## src/rtl/inst_axi_rd_bridge_pkg.sv

```systemverilog
// Shared types and AXI constants for the instruction-side read bridge.
package inst_axi_rd_bridge_pkg;

  typedef logic [31:0] word_t;

  // AR channel state: idle (may accept a fetch) or presenting an address
  typedef enum logic {
    AR_IDLE = 1'b0,
    AR_SEND = 1'b1
  } ar_state_t;

  localparam logic [1:0] AXI_BURST_INCR = 2'b01;
  localparam logic [2:0] AXI_SIZE_4B    = 3'b010;
  localparam logic [1:0] AXI_RRESP_OKAY = 2'b00;

endpackage

```

## src/rtl/inst_axi_rd_bridge_if.sv

```systemverilog
// Bundle of the if_stage SRAM-like port and the AXI AR/R channels.
// master: the bridge itself (AXI master, SRAM-port responder).
// slave:  its environment (if_stage plus the AXI read slave).
interface inst_axi_rd_bridge_if;
  import inst_axi_rd_bridge_pkg::*;

  logic        inst_sram_req;
  logic        inst_sram_wr;
  logic [1:0]  inst_sram_size;
  word_t       inst_sram_addr;
  logic [3:0]  inst_sram_wstrb;
  word_t       inst_sram_wdata;
  logic        inst_sram_addr_ok;
  logic        inst_sram_data_ok;
  word_t       inst_sram_rdata;

  logic [3:0]  arid;
  word_t       araddr;
  logic [7:0]  arlen;
  logic [2:0]  arsize;
  logic [1:0]  arburst;
  logic [1:0]  arlock;
  logic [3:0]  arcache;
  logic [2:0]  arprot;
  logic        arvalid;
  logic        arready;

  logic [3:0]  rid;
  word_t       rdata;
  logic [1:0]  rresp;
  logic        rlast;
  logic        rvalid;
  logic        rready;

  logic        rd_err;
  logic        rd_err_sticky;

  modport master (
    input  inst_sram_req, inst_sram_wr, inst_sram_size, inst_sram_addr,
           inst_sram_wstrb, inst_sram_wdata,
    output inst_sram_addr_ok, inst_sram_data_ok, inst_sram_rdata,
    output arid, araddr, arlen, arsize, arburst, arlock, arcache, arprot, arvalid,
    input  arready,
    input  rid, rdata, rresp, rlast, rvalid,
    output rready, rd_err, rd_err_sticky
  );

  modport slave (
    output inst_sram_req, inst_sram_wr, inst_sram_size, inst_sram_addr,
           inst_sram_wstrb, inst_sram_wdata,
    input  inst_sram_addr_ok, inst_sram_data_ok, inst_sram_rdata,
    input  arid, araddr, arlen, arsize, arburst, arlock, arcache, arprot, arvalid,
    output arready,
    output rid, rdata, rresp, rlast, rvalid,
    input  rready, rd_err, rd_err_sticky
  );

endinterface

```

## src/rtl/inst_axi_rd_bridge_outstanding_cnt.sv

```systemverilog
// Saturating up/down counter of reads accepted but not yet returned.
module inst_axi_rd_bridge_outstanding_cnt #(
  parameter int MAX = 2
) (
  input  logic       clk,
  input  logic       reset,
  input  logic       inc,
  input  logic       dec,
  output logic [1:0] cnt,
  output logic       full,
  output logic       empty
);

  assign full  = (cnt == 2'(MAX));
  assign empty = (cnt == 2'd0);

  // Count up on accept, down on return; simultaneous events cancel
  always_ff @(posedge clk or posedge reset) begin
    if (reset) begin
      cnt <= 2'd0;
    end else begin
      case ({inc, dec})
        2'b10:   if (!full)  cnt <= cnt + 2'd1;
        2'b01:   if (!empty) cnt <= cnt - 2'd1;
        default: ;
      endcase
    end
  end

endmodule

```

## src/rtl/inst_axi_rd_bridge.sv

```systemverilog
// Instruction-side bridge: SRAM-like fetch requests to single-beat AXI4 reads.
module inst_axi_rd_bridge
  import inst_axi_rd_bridge_pkg::*;
#(
  parameter int         MAX_OUTSTANDING = 2,
  parameter logic [3:0] AXI_ID          = 4'd0
) (
  input  logic                  clk,
  input  logic                  reset,
  inst_axi_rd_bridge_if.master  bus
);

  ar_state_t  state, state_nxt;
  logic       addr_ok;
  logic       arvalid;
  logic       r_hs;
  logic [1:0] cnt;
  logic       cnt_full;
  logic       cnt_empty;
  word_t      araddr_q;
  logic [2:0] arsize_q;
  logic       vld_p1;
  word_t      rdata_p1;
  logic       err_p1;
  logic       err_sticky;
  logic       unused_inputs;

  assign unused_inputs = ^{bus.inst_sram_wstrb, bus.inst_sram_wdata};

  assign r_hs = bus.rvalid && bus.rready;

  inst_axi_rd_bridge_outstanding_cnt #(.MAX(MAX_OUTSTANDING)) u_cnt (
    .clk   (clk),
    .reset (reset),
    .inc   (addr_ok),
    .dec   (r_hs),
    .cnt   (cnt),
    .full  (cnt_full),
    .empty (cnt_empty)
  );

  // AR state register
  always_ff @(posedge clk or posedge reset) begin
    if (reset) state <= AR_IDLE;
    else       state <= state_nxt;
  end

  // AR next-state: leave idle on accept, return once the address is taken
  always_comb begin
    state_nxt = state;
    case (state)
      AR_IDLE: if (addr_ok)     state_nxt = AR_SEND;
      AR_SEND: if (bus.arready) state_nxt = AR_IDLE;
      default:                  state_nxt = AR_IDLE;
    endcase
  end

  // AR outputs: a slot freed by a returning beat may be reused this cycle
  always_comb begin
    addr_ok = 1'b0;
    arvalid = 1'b0;
    case (state)
      AR_IDLE: addr_ok = bus.inst_sram_req && (!cnt_full || r_hs);
      AR_SEND: arvalid = 1'b1;
      default: ;
    endcase
  end

  // Capture the fetch address/size so AR stays stable while stalled
  always_ff @(posedge clk or posedge reset) begin
    if (reset) begin
      araddr_q <= '0;
      arsize_q <= 3'd0;
    end else if (addr_ok) begin
      araddr_q <= bus.inst_sram_addr;
      arsize_q <= {1'b0, bus.inst_sram_size};
    end
  end

  // p0 -> p1: registered return of each R beat to if_stage
  always_ff @(posedge clk or posedge reset) begin
    if (reset) begin
      vld_p1     <= 1'b0;
      rdata_p1   <= '0;
      err_p1     <= 1'b0;
      err_sticky <= 1'b0;
    end else begin
      vld_p1 <= r_hs;
      err_p1 <= r_hs && (bus.rresp != AXI_RRESP_OKAY);
      if (r_hs) rdata_p1 <= bus.rdata;
      if (r_hs && (bus.rresp != AXI_RRESP_OKAY)) err_sticky <= 1'b1;
    end
  end

  // Protocol monitors for if_stage and the AXI slave (warnings only)
  always @(posedge clk) begin
    if (!reset) begin
      assert (!(bus.inst_sram_req && bus.inst_sram_wr))
        else $warning("inst bridge: write request not supported");
      if (bus.rvalid)
        assert (cnt != 2'd0) else $warning("inst bridge: R beat with nothing outstanding");
      if (r_hs) begin
        assert (bus.rid == AXI_ID) else $warning("inst bridge: unexpected rid %0h", bus.rid);
        assert (bus.rlast) else $warning("inst bridge: rlast low on single-beat read");
      end
    end
  end

  assign bus.inst_sram_addr_ok = addr_ok;
  assign bus.inst_sram_data_ok = vld_p1;
  assign bus.inst_sram_rdata   = rdata_p1;
  assign bus.arid              = AXI_ID;
  assign bus.araddr            = araddr_q;
  assign bus.arlen             = 8'd0;
  assign bus.arsize            = arsize_q;
  assign bus.arburst           = AXI_BURST_INCR;
  assign bus.arlock            = 2'd0;
  assign bus.arcache           = 4'd0;
  assign bus.arprot            = 3'd0;
  assign bus.arvalid           = arvalid;
  assign bus.rready            = !cnt_empty;
  assign bus.rd_err            = err_p1;
  assign bus.rd_err_sticky     = err_sticky;

endmodule

```

## src/flat_wrapper.sv

```systemverilog
// flat-port wrapper written by rule: the top's interface ports become plain ports
module inst_axi_rd_bridge_flat import inst_axi_rd_bridge_pkg::*;
#(
  parameter int         MAX_OUTSTANDING = 2,
  parameter logic [3:0] AXI_ID          = 4'd0
)
  (clk, reset, bus_inst_sram_req, bus_inst_sram_wr, bus_inst_sram_size, bus_inst_sram_addr, bus_inst_sram_wstrb, bus_inst_sram_wdata, bus_inst_sram_addr_ok, bus_inst_sram_data_ok, bus_inst_sram_rdata, bus_arid, bus_araddr, bus_arlen, bus_arsize, bus_arburst, bus_arlock, bus_arcache, bus_arprot, bus_arvalid, bus_arready, bus_rid, bus_rdata, bus_rresp, bus_rlast, bus_rvalid, bus_rready, bus_rd_err, bus_rd_err_sticky);
  inst_axi_rd_bridge_if bus_i ();
  input  logic clk;
  input  logic reset;
  input wire logic [$bits(bus_i.inst_sram_req)-1:0] bus_inst_sram_req;
  input wire logic [$bits(bus_i.inst_sram_wr)-1:0] bus_inst_sram_wr;
  input wire logic [$bits(bus_i.inst_sram_size)-1:0] bus_inst_sram_size;
  input wire logic [$bits(bus_i.inst_sram_addr)-1:0] bus_inst_sram_addr;
  input wire logic [$bits(bus_i.inst_sram_wstrb)-1:0] bus_inst_sram_wstrb;
  input wire logic [$bits(bus_i.inst_sram_wdata)-1:0] bus_inst_sram_wdata;
  output wire logic [$bits(bus_i.inst_sram_addr_ok)-1:0] bus_inst_sram_addr_ok;
  output wire logic [$bits(bus_i.inst_sram_data_ok)-1:0] bus_inst_sram_data_ok;
  output wire logic [$bits(bus_i.inst_sram_rdata)-1:0] bus_inst_sram_rdata;
  output wire logic [$bits(bus_i.arid)-1:0] bus_arid;
  output wire logic [$bits(bus_i.araddr)-1:0] bus_araddr;
  output wire logic [$bits(bus_i.arlen)-1:0] bus_arlen;
  output wire logic [$bits(bus_i.arsize)-1:0] bus_arsize;
  output wire logic [$bits(bus_i.arburst)-1:0] bus_arburst;
  output wire logic [$bits(bus_i.arlock)-1:0] bus_arlock;
  output wire logic [$bits(bus_i.arcache)-1:0] bus_arcache;
  output wire logic [$bits(bus_i.arprot)-1:0] bus_arprot;
  output wire logic [$bits(bus_i.arvalid)-1:0] bus_arvalid;
  input wire logic [$bits(bus_i.arready)-1:0] bus_arready;
  input wire logic [$bits(bus_i.rid)-1:0] bus_rid;
  input wire logic [$bits(bus_i.rdata)-1:0] bus_rdata;
  input wire logic [$bits(bus_i.rresp)-1:0] bus_rresp;
  input wire logic [$bits(bus_i.rlast)-1:0] bus_rlast;
  input wire logic [$bits(bus_i.rvalid)-1:0] bus_rvalid;
  output wire logic [$bits(bus_i.rready)-1:0] bus_rready;
  output wire logic [$bits(bus_i.rd_err)-1:0] bus_rd_err;
  output wire logic [$bits(bus_i.rd_err_sticky)-1:0] bus_rd_err_sticky;
  assign bus_i.inst_sram_req = bus_inst_sram_req;
  assign bus_i.inst_sram_wr = bus_inst_sram_wr;
  assign bus_i.inst_sram_size = bus_inst_sram_size;
  assign bus_i.inst_sram_addr = bus_inst_sram_addr;
  assign bus_i.inst_sram_wstrb = bus_inst_sram_wstrb;
  assign bus_i.inst_sram_wdata = bus_inst_sram_wdata;
  assign bus_inst_sram_addr_ok = bus_i.inst_sram_addr_ok;
  assign bus_inst_sram_data_ok = bus_i.inst_sram_data_ok;
  assign bus_inst_sram_rdata = bus_i.inst_sram_rdata;
  assign bus_arid = bus_i.arid;
  assign bus_araddr = bus_i.araddr;
  assign bus_arlen = bus_i.arlen;
  assign bus_arsize = bus_i.arsize;
  assign bus_arburst = bus_i.arburst;
  assign bus_arlock = bus_i.arlock;
  assign bus_arcache = bus_i.arcache;
  assign bus_arprot = bus_i.arprot;
  assign bus_arvalid = bus_i.arvalid;
  assign bus_i.arready = bus_arready;
  assign bus_i.rid = bus_rid;
  assign bus_i.rdata = bus_rdata;
  assign bus_i.rresp = bus_rresp;
  assign bus_i.rlast = bus_rlast;
  assign bus_i.rvalid = bus_rvalid;
  assign bus_rready = bus_i.rready;
  assign bus_rd_err = bus_i.rd_err;
  assign bus_rd_err_sticky = bus_i.rd_err_sticky;
  inst_axi_rd_bridge #(.MAX_OUTSTANDING(MAX_OUTSTANDING), .AXI_ID(AXI_ID)) u_core (.clk(clk), .reset(reset), .bus(bus_i));
endmodule
```

## config.mk

```make
export PLATFORM = sky130hd
export DESIGN_NAME = inst_axi_rd_bridge_flat
export DESIGN_NICKNAME = d
export VERILOG_FILES = /design/src/rtl/inst_axi_rd_bridge_pkg.sv /design/src/rtl/inst_axi_rd_bridge_if.sv /design/src/rtl/inst_axi_rd_bridge_outstanding_cnt.sv /design/src/rtl/inst_axi_rd_bridge.sv /design/src/flat_wrapper.sv
export SDC_FILE = /design/constraint.sdc
export NUM_CORES = 1
export LEC_CHECK = 0
export CORE_AREA = 2 2 81 83
export CTS_BUF_LIST = sky130_fd_sc_hd__clkbuf_16
export CTS_CLUSTER_SIZE = 12
export DETAILED_ROUTE_END_ITERATION = 16
export DIE_AREA = 0 0 83 85
export DONT_BUFFER_PORTS = 1
export MAX_ROUTING_LAYER = met4
export PLACE_DENSITY = 0.71
export SLEW_MARGIN = 0
export SYNTH_ARGS = -nofsm -noshare
export SYNTH_HDL_FRONTEND = slang
export SYNTH_SLANG_ARGS = --single-unit
```

## constraint.sdc

```tcl
create_clock -name clk -period 2.1 [get_ports clk]
set_input_delay 0.105 -clock clk [delete_from_list [all_inputs] [get_ports clk]]
set_output_delay 0.105 -clock clk [all_outputs]
set_load 0.02 [all_outputs]
```

==> results of run 1 <==
## per-stage QoR
step | hold slack (ns) | power (mW) | std cells | setup slack (ns) | util
after floorplan | 0.201 | 4.26 | 215 | 0.170 | -
after global placement | 0.0469 | 4.42 | 266 | 0.339 | 0.495
after detailed placement | 0.0484 | 4.47 | 266 | 0.258 | 0.495
after CTS | 0.279 | 6.17 | 354 | 0.241 | 0.662
after global routing | 0.306 | 6.44 | 354 | 0.177 | 0.662
final | 0.285 | 6.14 | 354 | 0.253 | 0.662
## cells in the mapped netlist
master,instances,area share
a2111oi_0,1,0.0028
a21o_1,1,0.0024
and2b_1,1,0.0024
buf_12,3,0.019
buf_4,27,0.066
conb_1,2,0.0024
dfrtp_1,72,0.58
ha_1,2,0.0081
inv_1,3,0.0036
inv_4,1,0.0020
mux2_2,37,0.13
mux2_4,29,0.14
mux2i_1,1,0.0032
nand2_1,1,0.0012
nand2b_4,1,0.0044
nor2_1,3,0.0036
nor2b_1,1,0.0020
nor3b_1,1,0.0024
nor4b_1,1,0.0028
o21ai_0,1,0.0016
o21ai_2,1,0.0028
o21ai_4,1,0.0053
or2_2,2,0.0040
## where the power goes
part,internal [mW],switching [mW],leakage [nW],total (mW)
logic,0.865,0.481,0.864,1.35
registers,2.00,1.23,0.844,3.23
clock network,1.03,0.532,0.150,1.56
## registers in the layout (all words and copies together) (netlist names)
name and cells:
u_core.u_cnt.cnt 2, u_core.bus.inst_sram_data_ok 1, u_core.bus.araddr 32, u_core.bus.arsize 2, u_core.bus.rd_err_sticky 1, u_core.bus.rd_err 1
u_core.bus.inst_sram_rdata 32, u_core.state 1
## layout make-up
cell class / instances / share of cell area
Inverter: 4 / 0.00427
Tap cell: 77 / 0.0235
Clock buffer: 9 / 0.0548
Timing Repair Buffer: 76 / 0.189
Multi-Input combinational cell: 109 / 0.268
Sequential cell: 72 / 0.439
Clock inverter: 7 / 0.0213
## path summary, 6_finish.rpt
path	end	slack, ns
max in group asynchronous	u_core.bus.inst_sram_rdata[27]	1.18
min reg2reg	u_core.bus.rd_err_sticky	0.64
max	u_core.u_cnt.cnt[0]	0.25
min	u_core.bus.araddr[26]	0.28
min in group clk	u_core.bus.araddr[23]	0.31
max reg2reg	u_core.u_cnt.cnt[0]	0.25
## layer usage
metal | track usage | share of wire
met5 | - | 0
met4 | 0.0596 | 0.016
met3 | 0.0778 | 0.085
met2 | 0.326 | 0.52
met1 | 0.206 | 0.37
## logic make-up after synthesis
group                    share of synthesized area
AND/OR/NAND/NOR                             0.0230
buffers and inverters                       0.0906
AO/OA/AOI/OAI                               0.0150
multiplexers                                 0.279
adder cells (fa/ha/maj)                    0.00809
other                                      0.00243
flip-flops                                   0.582
## repair_timing
| item | 4_1_cts | 5_1_grt |
|---|---|---|
| endpoints found under the setup margin | 0 | 0 |
| endpoints found under the hold margin | 92 | 0 |
| hold buffers | 72 | 0 |
==> flow_summary_export.csv, run 1 <==
group,metric,value,unit
outcome,status,"finished clean",
worst_setup_path,arrival,2.10,ns
cts,cts-resized-gates,0,
flow_run,max_cap_viol_count,0,
cts,tritoncts,"built",
place,placed_area,0.00307,mm²
final_layout,area_delta_synth_final,32.7,%
cts,cts_made_buffers,9,
worst_setup_path,end_kind,"flop",
synthesis,ys_warn_count,0,
final_layout,diodes,0,
die,rows,29,
power_and_ir_drop,max-vdd-ir-drop,836,µV
worst_setup_path,timing.critical_path.buf_inv,1,
cts,clock-sinks,72,
worst_setup_path,crit_path_top_delay_cell,"dfrtp_1",
synthesis,yosysSeqAreaShare,0.582,
drt,detail_route.drc_violations,0,
cts,cts-root-buf,"clkbuf_16",
grt,antenna_found_initial,0,
timing,max_freq,0.542,GHz
worst_setup_path,cp_top_family,"compound AO/OA/AOI/OAI gates",
timing,tns,0,ns
final_layout,multi_input_comb_area,0.00110,mm²
power_and_ir_drop,power.density,1490,mW/mm²
worst_setup_path,cp_num_cells,6,
synthesis,synthCells,193,
power_and_ir_drop,p_leak,1.86,nW
cts,cts_max_level,3,
die,dieArea,0.00706,mm²
place,hpwlAfterDp,3640,µm
timing,min_period_over_period,0.879,
synthesis,syn_area_per_cell,16.0,µm²
drt,routed-via-count,1746,
final_layout,final_cell_mix,"dlygate4sd3_1, dfrtp_1, mux2_2",
final_layout,n_fill_cell,410,
drt,drtAntennaViolNets,0,
timing,skew,0.00468,ns
worst_setup_path,crit_chain,"nand2b_4 > o21ai_4 > inv_4 > ha_1 > a2111oi_0 > a21o_1",
grt,grt_pass1_wl,10100,µm
worst_setup_path,cp-start-kind,"flop",
drt,drt_iter0_markers,33,
timing,maxSlewHeadroom,0.657,
synthesis,ys_types,23,
worst_setup_path,crit_required,2.36,ns
drt,viasPerCell,4.93,
timing,worst_pin_slew,0.514,ns
cts,clk_pin_slew,0.05,ns
worst_setup_path,reg2reg_depth,6,
worst_setup_path,startpoint,"u_core.u_cnt.cnt[0]",
final_layout,drive_gt1_frac,0.329,
timing,hold_viol,0,
die,start_util,0.499,
final_layout,nets,389,
die,core_area,0.00620,mm²
synthesis,ys_ff_latch,72,
worst_setup_path,reg2reg_from,"u_core.u_cnt.cnt[0]",
die,die_width,83,µm
timing,drv_slew,0,
timing,report.final.setup_viol,0,
drt,drt-wirelength-per-cell,17.8,µm
grt,overflow,0,
die,boundaryPins,211,
worst_setup_path,critPathKind,"reg2reg",
die,chipHeight,85,µm
cts,cts.path.max_buffers,2,
grt,grt_start_max_net_pins,50,
worst_setup_path,max_stage_delay,0.46,ns
hold_path,min_path_type,"in2async",
grt,grt_pass1_vias,1978,
place,gp_congestion,0.701,
place,io_buffers,0,
cts,postCtsSetupBuffers,0,
timing,rsz0062_at_grt,"no",
grt,track_usage,0.192,
synthesis,syn-cell-area,0.00309,mm²
drt,drt-total-wl,6310,µm
worst_setup_path,cp_max_fo,15,
cts,clock_latency,0.32,ns
final_layout,final_cell_area,0.00411,mm²
timing,layout_min_cycle_time,1.85,ns
final_layout,seqCellArea,0.00180,mm²
drt,first_pass_iters,4,
(Power assumes the default switching activity.)
==> run 2: changes to the inputs <==
--- a/config.mk
+++ b/config.mk
@@ -5,14 +5,14 @@
 export SDC_FILE = /design/constraint.sdc
 export NUM_CORES = 1
 export LEC_CHECK = 0
-export CORE_AREA = 2 2 81 83
+export CORE_AREA = 2 2 82 84
 export CTS_BUF_LIST = sky130_fd_sc_hd__clkbuf_16
 export CTS_CLUSTER_SIZE = 12
 export DETAILED_ROUTE_END_ITERATION = 16
-export DIE_AREA = 0 0 83 85
+export DIE_AREA = 0 0 84 86
 export DONT_BUFFER_PORTS = 1
 export MAX_ROUTING_LAYER = met4
-export PLACE_DENSITY = 0.71
+export PLACE_DENSITY = 0.72
 export SLEW_MARGIN = 0
 export SYNTH_ARGS = -nofsm -noshare
 export SYNTH_HDL_FRONTEND = slang
==> constraint.sdc (replaced) <==
create_clock -name clk -period 1.5 [get_ports clk]
set_input_delay 0.075 -clock clk [delete_from_list [all_inputs] [get_ports clk]]
set_output_delay 0.075 -clock clk [all_outputs]
set_load 0.02 [all_outputs]
==> flow_summary_export.csv, run 2 (synthesis results as in run 1) <==
group,metric,value,unit
outcome,status,"complete, but fails checks",
outcome,violations,"negative setup slack",
drt,drt_iter0_markers,59,
timing,hold_viol,0,
worst_setup_path,crit_path_top_delay_cell,"dfrtp_2",
cts,cts_made_buffers,9,
worst_setup_path,reg2reg_to,"u_core.u_cnt.cnt[1]",
timing,final.setup.worst_slack,-0.0332,ns
place,hpwlAfterDp,3690,µm
final_layout,final_cell_area,0.00431,mm²
worst_setup_path,end_kind,"flop",
drt,drt-total-wl,6350,µm
timing,drv_slew,0,
cts,clock_latency,0.32,ns
cts,clk_pin_slew,0.06,ns
die,core_area,0.00628,mm²
worst_setup_path,crit_required,1.69,ns
final_layout,final_util,0.686,
die,start_util,0.493,
place,placed_area,0.00316,mm²
power_and_ir_drop,power.density,2060,mW/mm²
die,rows,29,
worst_setup_path,reg2reg_slack,-0.03,ns
hold_path,whs_endpoint,"u_core.state",
die,boundaryPins,211,
place,dpl.cell_count,273,
timing,report.final.setup_viol,12,
worst_setup_path,arrival,1.73,ns
worst_setup_path,timing.critical_path.buf_inv,0,
worst_setup_path,cp-start-kind,"flop",
cts,cts.path.max_buffers,2,
grt,grt_pass1_wl,10100,µm
place,gp_congestion,0.672,
timing,max_freq,0.652,GHz
die,chipHeight,86,µm
timing,skew,0.00779,ns
worst_setup_path,cp_max_fo,4,
hold_path,whs_path_depth,3,
final_layout,fin_cells,365,
grt,grt_pass1_vias,1990,
final_layout,drive_gt1_frac,0.382,
grt,overflow,0,
worst_setup_path,max_stage_delay,0.40,ns
timing,timing.hold.ws,0.0764,ns
power_and_ir_drop,max-vdd-ir-drop,1340,µV
grt,antenna_found_initial,0,
worst_setup_path,reg2reg_from,"u_core.u_cnt.cnt[0]",
hold_path,min_path_type,"in2reg",
drt,first_pass_iters,4,
final_layout,layout_commonest_cell,"dlygate4sd3_1",
cts,cts_max_level,3,
cts,clock-sinks,72,
drt,routed-via-count,1769,
final_layout,final_cell_mix,"dlygate4sd3_1, dfrtp_1, mux2_2",
timing,rsz0062_at_grt,"yes",
drt,viasPerCell,4.85,
worst_setup_path,crit_chain,"nand2b_4 > o21ai_4 > ha_4 > nor2_4 > mux2i_1 > nor3b_2",
drt,detail_route.drc_violations,0,
grt,grt_start_max_net_pins,73,
worst_setup_path,cp_top_family,"flip-flops",
cts,tritoncts,"built",
hold_path,hp-start,"bus_rvalid",
power_and_ir_drop,total_power,8.89,mW
final_layout,nets,400,
die,die_width,84,µm
cts,cts-root-buf,"clkbuf_16",
final_layout,area_delta_synth_final,39.1,%
flow_run,max_cap_viol_count,0,
timing,layout_min_cycle_time,1.53,ns
worst_setup_path,critPathKind,"reg2reg",
final_layout,diodes,0,
place,io_buffers,0,
final_layout,n_fill_cell,432,
grt,track_usage,0.187,
worst_setup_path,reg2reg_depth,6,
drt,drtAntennaViolNets,0,
die,dieArea,0.00722,mm²
timing,min_period_over_period,1.02,
drt,drt-wirelength-per-cell,17.4,µm
power_and_ir_drop,p_leak,1.94,nW
-- run 2: cell types whose count changed in the layout (fill, tap and decap cells not counted), sizes merged --
cell,delta
buf,+12
clkinv,+1
clkinvlp,-1
dlygate4sd3,-1
-- run 2: worst min-delay path: stages --
cell	delay, ns
o21ai_4	0.07
buf_4	0.13
o21ai_0	0.07
-- run 2: layer usage --
layer  part of all wire  vias to the layer above  track usage
li1                   -                      792            -
met1               0.35                      879        0.182
met2               0.56                       89        0.339
met3              0.077                        9       0.0760
met4              0.012                        0       0.0630
met5                  0                        -            -
-- run 2: metrics by stage --
step	worst slack (ns)	TNS, ns
finish	-0.0332	-0.234
global route	-0.132	-2.23
CTS	-0.0225	-0.131
detailed placement	-0.0415	-0.175
global placement	-0.0247	-0.0434
floorplan	-0.186	-0.363
-- run 2: worst max-delay path by stage --
stage | from | endpoint | slack, ns | depth (start not counted)
6_report | u_core.u_cnt.cnt[0] | u_core.u_cnt.cnt[1] | -0.03 | 6
5_1_grt | u_core.u_cnt.cnt[0] | u_core.u_cnt.cnt[1] | -0.13 | 7
4_1_cts | u_core.u_cnt.cnt[0] | u_core.u_cnt.cnt[0] | -0.02 | 6
3_5_place_dp | u_core.u_cnt.cnt[0] | u_core.u_cnt.cnt[0] | -0.04 | 5
3_3_place_gp | u_core.u_cnt.cnt[0] | u_core.u_cnt.cnt[1] | -0.02 | 6
2_1_floorplan | u_core.u_cnt.cnt[0] | u_core.u_cnt.cnt[1] | -0.19 | 7
-- run 2: cell type report --
cell class / instances / area [µm²] / share of cell area
timing repair buffer: 87 / 908 / 0.211
sequential: 72 / 1800 / 0.419
tap: 77 / 96.3 / 0.0224
multi-input combinational: 109 / 1170 / 0.272
clock buffer: 9 / 225 / 0.0523
clock inverter: 7 / 78.8 / 0.0183
inverter: 4 / 21.3 / 0.00494
-- run 2: what timing repair did --
action,in CTS,in global routing
hold buffers,71,0
hold endpoints to repair,141,0
setup buffers,5,0
endpoints found under the setup margin,19,52
gates resized for setup,9,5
pin swaps,3,2
-- run 2: report_power, final --
| part | switching (mW) | internal, mW |
|---|---|---|
| Clock | 0.705 | 1.42 |
| Sequential | 1.67 | 2.81 |
| Combinational | 0.827 | 1.45 |
| Total | 3.20 | 5.69 |
